<file path="config.mk">
export PLATFORM = sky130hd
export DESIGN_NAME = ws2812_rx
export DESIGN_NICKNAME = d
export VERILOG_FILES = /design/src/rtl/ws2812_rx.sv
export SDC_FILE = /design/constraint.sdc
export NUM_CORES = 1
export LEC_CHECK = 0
export BUFFER_PORTS_ARGS = -buffer_cell sky130_fd_sc_hd__buf_2
export CORE_ASPECT_RATIO = 0.6
export CORE_MARGIN = 10
export CORE_UTILIZATION = 62
export DETAILED_ROUTE_END_ITERATION = 10
export PLACE_DENSITY = 0.9
export SETUP_SLACK_MARGIN = 0.3
export SYNTH_ARGS = -nofsm -noshare
export SYNTH_HDL_FRONTEND = slang
export SYNTH_SLANG_ARGS = --single-unit
</file>
<file path="constraint.sdc">
create_clock -name clk -period 3.13 [get_ports clk]
set_input_delay 0.313 -clock clk [delete_from_list [all_inputs] [get_ports clk]]
set_output_delay 0.313 -clock clk [all_outputs]
set_load 0.05 [all_outputs]
</file>
<file path="src/rtl/ws2812_rx.sv">
// WS2812 single-wire LED data receiver: decodes 24-bit GRB pixels, flags frame latch and protocol errors.
// Define WS2812_RX_FWD_EN to enable daisy-chain forwarding of the data line on dout.
module ws2812_rx #(
    parameter int T_THRESH  = 30,
    parameter int MIN_HIGH  = 8,
    parameter int MAX_HIGH  = 60,
    parameter int RESET_CYC = 2500,
    parameter int IDX_W     = 8
) (
    input  logic             clk,
    input  logic             reset,
    input  logic             din,
    output logic [23:0]      pix_data,
    output logic             pix_valid,
    output logic [IDX_W-1:0] pix_index,
    output logic             frame_done,
    output logic             err,
    output logic             dout
);

    localparam int LOW_W  = $clog2(RESET_CYC + 1);
    localparam int HIGH_W = $clog2(MAX_HIGH + 1);

    localparam logic [LOW_W-1:0]  LOW_MAX  = LOW_W'(RESET_CYC);
    localparam logic [LOW_W-1:0]  LOW_LAST = LOW_W'(RESET_CYC - 1);
    localparam logic [HIGH_W-1:0] HIGH_MAX = HIGH_W'(MAX_HIGH);
    localparam logic [HIGH_W-1:0] HIGH_MIN = HIGH_W'(MIN_HIGH);
    localparam logic [HIGH_W-1:0] HIGH_ONE = HIGH_W'(T_THRESH);

    typedef enum logic [1:0] {
        WAIT_RST,
        READY,
        HIGH
    } state_t;

    state_t state, state_d;

    logic              sync1, ds, ds_q;
    logic              rise, fall;
    logic [LOW_W-1:0]  low_cnt;
    logic [HIGH_W-1:0] high_cnt;
    logic [4:0]        bit_cnt;
    logic [23:0]       shift;
    logic [IDX_W-1:0]  next_idx;
    logic              have_pix;

    logic low_hit;
    logic start_high;
    logic take_bit;
    logic bit_val;
    logic latch;
    logic frame_done_d;
    logic err_d;
    logic pix_done;

    // Two-flop synchronizer plus one registered copy for edge detection.
    always_ff @(posedge clk or negedge reset) begin
        if (!reset) begin
            sync1 <= 1'b0;
            ds    <= 1'b0;
            ds_q  <= 1'b0;
        end else begin
            sync1 <= din;
            ds    <= sync1;
            ds_q  <= ds;
        end
    end

    assign rise     = ds & ~ds_q;
    assign fall     = ~ds & ds_q;
    // Fires once per low stretch: the counter saturates at RESET_CYC.
    assign low_hit  = ~ds && (low_cnt == LOW_LAST);
    assign pix_done = take_bit && (bit_cnt == 5'd23);

    always_ff @(posedge clk or negedge reset) begin
        if (!reset) begin
            state <= WAIT_RST;
        end else begin
            state <= state_d;
        end
    end

    always_comb begin
        // NOTE: every signal gets a default before the case so no path leaves it unassigned (no latches).
        state_d      = state;
        start_high   = 1'b0;
        take_bit     = 1'b0;
        bit_val      = 1'b0;
        latch        = 1'b0;
        frame_done_d = 1'b0;
        err_d        = 1'b0;
        case (state)
            WAIT_RST: begin
                if (low_hit) begin
                    latch   = 1'b1;
                    state_d = READY;
                end
            end
            READY: begin
                if (rise) begin
                    start_high = 1'b1;
                    state_d    = HIGH;
                end else if (low_hit) begin
                    latch        = 1'b1;
                    frame_done_d = have_pix;
                    err_d        = (bit_cnt != 5'd0);
                end
            end
            HIGH: begin
                if (fall) begin
                    if (high_cnt < HIGH_MIN) begin
                        err_d   = 1'b1;
                        state_d = WAIT_RST;
                    end else begin
                        take_bit = 1'b1;
                        bit_val  = (high_cnt >= HIGH_ONE);
                        state_d  = READY;
                    end
                end else if (high_cnt >= HIGH_MAX) begin
                    // ds is still high here: the pulse has outlived the legal maximum.
                    err_d   = 1'b1;
                    state_d = WAIT_RST;
                end
            end
            default: state_d = WAIT_RST;
        endcase
    end

    // high_cnt holds the number of ds-high cycles so far, the edge cycle included.
    always_ff @(posedge clk or negedge reset) begin
        if (!reset) begin
            low_cnt  <= '0;
            high_cnt <= '0;
        end else begin
            if (ds) begin
                low_cnt <= '0;
            end else if (low_cnt != LOW_MAX) begin
                low_cnt <= low_cnt + 1'b1;
            end
            if (start_high) begin
                high_cnt <= HIGH_W'(1);
            end else if (state == HIGH && ds && high_cnt != HIGH_MAX) begin
                high_cnt <= high_cnt + 1'b1;
            end
        end
    end

    always_ff @(posedge clk or negedge reset) begin
        if (!reset) begin
            bit_cnt    <= '0;
            shift      <= '0;
            next_idx   <= '0;
            have_pix   <= 1'b0;
            pix_data   <= '0;
            pix_index  <= '0;
            pix_valid  <= 1'b0;
            frame_done <= 1'b0;
            err        <= 1'b0;
        end else begin
            pix_valid  <= 1'b0;
            frame_done <= frame_done_d;
            err        <= err_d;
            if (latch) begin
                bit_cnt   <= '0;
                next_idx  <= '0;
                pix_index <= '0;
                have_pix  <= 1'b0;
            end else if (take_bit) begin
                shift <= {shift[22:0], bit_val};
                if (pix_done) begin
                    bit_cnt   <= '0;
                    pix_data  <= {shift[22:0], bit_val};
                    pix_index <= next_idx;
                    next_idx  <= next_idx + 1'b1;
                    have_pix  <= 1'b1;
                    pix_valid <= 1'b1;
                end else begin
                    bit_cnt <= bit_cnt + 5'd1;
                end
            end
        end
    end

`ifdef WS2812_RX_FWD_EN
    logic fwd;

    // Once this receiver owns its first pixel, the rest of the frame belongs downstream.
    always_ff @(posedge clk or negedge reset) begin
        if (!reset) begin
            fwd <= 1'b0;
        end else if (latch) begin
            fwd <= 1'b0;
        end else if (pix_done) begin
            fwd <= 1'b1;
        end
    end

    assign dout = ds & fwd;
`else
    assign dout = 1'b0;
`endif

endmodule

</file>
==> summary.md <==
| Metric | Value |
|---|---|
| Clk sinks | 95 |
| R2r worst-path depth | 4 |
| Synth top area cells | dfrtp_1 (54%), mux2_2 (7.2%), mux2_4 (6.5%), ha_1 (3.4%), nor2_1 (2.6%) |
| Worst setup EP type | flip-flop |
| GPL Wtd Cong | 0.851 |
| I/O pins | 39 |
| Setup CP Type | flip-flop to flip-flop |
| Clock latency at the later pin of the worst-skew pair | 350 ps |
| Layout cells sized above 1 | 0.290 |
| CTS tree | done |
| Yosys cell types | 55 |
| Fin Hold WS | 76.0 ps |
| Seq/Total Area, Yosys | 0.540 |
| CTS root buf | clkbuf_16 |
| TritonRoute pass-1 iters | 5 |
| Main synth FF type | dfrtp_1 |
| FMAX | 424 MHz |
| Initial Utilization | 0.648 |
| Yosys top cell area share | 0.540 |
| Slew margin rel. | 0.499 |
| Crit Path Max Fanout | 23 |
| Drt wl/cell | 17.9 µm |
| Die Span Y | 85.3 µm |
| Global-route wire length before repair | 15300 µm |
| Synth top cells by count | dfrtp_1 (95), nor2_1 (31), mux2_2 (28), nand2_1 (28), a21oi_1 (20) |
| Synth Instances | 360 |
| Routed WL | 8860 µm |
| FFs w/ async S/R, synth | 1.00 |
| Mapped Area | 4400 µm² |
| VDD IR-drop max | 484 µV |
| Max cap viols | 0 |
| Area grow syn2layout | 13.0% |
| DR vias | 2954 |
| Period utilization | 0.753 |
| 1st-iter DRT viols | 229 |
| Outcome | finished, final reports clean |
| Final setup viols | 0 |
| Largest net degree at the start of global routing | 35 |
| Antenna cells | 0 |
| Vias in the first global route | 3005 |
| PortBufs | 37 |
| Slew Viols, Final | 0 |
| Synth area leader | dfrtp_1 |
| Top-count cell post-synth | dfrtp_1 |
| Initial antenna violation count | 0 |
| Remaining Overflow, GRT | 0 |
| Final hold vios | 0 |
| Post-route ant nets | 0 |
| Seq cells post-synth | 95 |
| Leak Pwr | 2.51 nW |
| Hold Path Class | primary input to flip-flop |
| Clk slew on worst S/H paths | 70 ps |
| Die footprint | 11000 µm² |
| Post-Syn Area per Cell | 12.2 µm² |
| Post-CTS Setup Inserts | 0 |
| CTS Buffer Depth | 2 |
| Syn_nets | 375 |
| HPWL after DPL | 5980 µm |
| Setup ws final | 772 ps |
| Core footprint | 6790 µm² |
| Die Width | 129 µm |
| WP data required | 3360 ps |
| Worst hold path depth | 1 |
| Unrepaired setup endpoints after global routing | false |
| Fillers | 443 |
| Cts bufs inserted | 9 |
| Pwr Density | 497 nW/µm² |
| Remaining DRCs | 0 |
| Post-synth EDFFs | 0 |
| Tightest Pin Transition | 748 ps |
| TNS Setup | 0 ps |
| NumNets Final | 417 |
| Worst slack, placed | 812 ps |
| Warnings from Yosys | 0 |
| Setup Skew | 7.03 ps |
| Vias per inst | 5.98 |
| Crit start category | flip-flop |
| Period minus WS final | 2360 ps |
| Gr usage total | 0.174 |
| Row Count | 23 |
| Crit path arrival time | 2590 ps |
| H-tree levels | 3 |
[what timing repair did]
item / in CTS / in global routing
gates resized for setup: 0 / 0
hold buffers: 1 / 0
endpoints found under the hold margin: 28 / 0
[worst max-delay path, stage by stage, from the launching register on]
cell and delay [ps]:
dfrtp_1 610, nor3b_2 380, nand4_4 180, o21ai_4 660
mux2_2 420
[per-stage QoR]
step / power [mW] / instance area [µm²] / util / cells
detailed placement: 1.31 / 4640 / 0.683 / 477
CTS: 2.50 / 4980 / 0.733 / 494
finish: 2.47 / 4980 / 0.733 / 494
global route: 2.56 / 4980 / 0.733 / 494
floorplan: 1.28 / 4400 / - / 360
global placement: 1.31 / 4640 / 0.683 / 477
[power breakdown]
part	total, mW	switching (mW)	internal, mW
Clock	1.19	0.479	0.711
Sequential	1.24	0.00929	1.23
Combinational	0.0440	0.0330	0.0110
Total	2.47	0.521	1.95
[final cells by class]
type,instances,area [µm²],area share
inverter,16,60.1,0.0121
multi-input combinational,236,1860,0.373
clock buffer,9,225,0.0453
clock inverter,7,104,0.0209
tap,87,109,0.0219
sequential,95,2380,0.478
timing repair buffer,44,243,0.0488
[flip-flops by register name (all words and copies together), names as in the netlist, 2 cells and up]
| name | cells |
|---|---|
| pix_index | 8 |
| high_cnt | 6 |
| pix_data | 24 |
| low_cnt | 12 |
| bit_cnt | 5 |
| state | 2 |
| next_idx | 8 |
| shift | 23 |
[cells in the final DEF, fill, tap and decap left out, types with 2 or more instances in the layout]
| cell | count |
|---|---|
| nor2b_1 | 3 |
| and2_1 | 3 |
| o21ai_0 | 5 |
| mux2i_1 | 5 |
| and4_1 | 2 |
| inv_1 | 16 |
| buf_2 | 36 |
| inv_6 | 2 |
| a2111oi_0 | 2 |
| and3_1 | 2 |
| bufinv_16 | 2 |
| xor2_1 | 3 |
| mux2_2 | 28 |
| a21oi_1 | 20 |
| dfrtp_1 | 95 |
| o31ai_1 | 2 |
| or4_1 | 3 |
| buf_4 | 7 |
| or3_1 | 4 |
| nor3_1 | 6 |
| nand4_1 | 5 |
| ha_1 | 12 |
| o21ai_4 | 2 |
| xnor2_1 | 13 |
| nor2_1 | 31 |
| nand3_1 | 11 |
| nand2_1 | 28 |
| nor3b_2 | 2 |
| mux2_4 | 19 |
| clkbuf_16 | 9 |
| nor4_1 | 2 |
| clkinvlp_4 | 2 |
[logic make-up (layout without fill, tap and decap cells)]
group / after synthesis / in the layout / share of synthesized area
mux: 53 / 53 / 0.150
flops: 95 / 95 / 0.540
xor+xnor: 16 / 16 / 0.0318
compound gates: 40 / 40 / 0.0602
fa+ha+maj: 12 / 12 / 0.0341
buf+inv: 29 / 76 / 0.0381
simple gates: 114 / 114 / 0.145
other cells: 1 / 1 / 0.000852
[worst paths after layout]
path | startpoint | to | slack [ps]
max | ds | shift[16] | 770
min | din | sync1 | 80
max reg2reg | ds | shift[16] | 770
min reg2reg | sync1 | ds | 360
max in group asynchronous | reset | pix_index[0] | 1960
min in group asynchronous | reset | low_cnt[1] | 420
[per-layer routing]
| layer | up-vias | track usage | wire [µm] |
|---|---|---|---|
| li1 | 1349 | - | - |
| met1 | 1463 | 0.219 | 3850 |
| met2 | 119 | 0.277 | 4210 |
| met3 | 23 | 0.0571 | 659 |
| met4 | 0 | 0.0586 | 136 |
| met5 | - | 0 | 0 |
No activity file was read; power rests on OpenSTA's default activity.
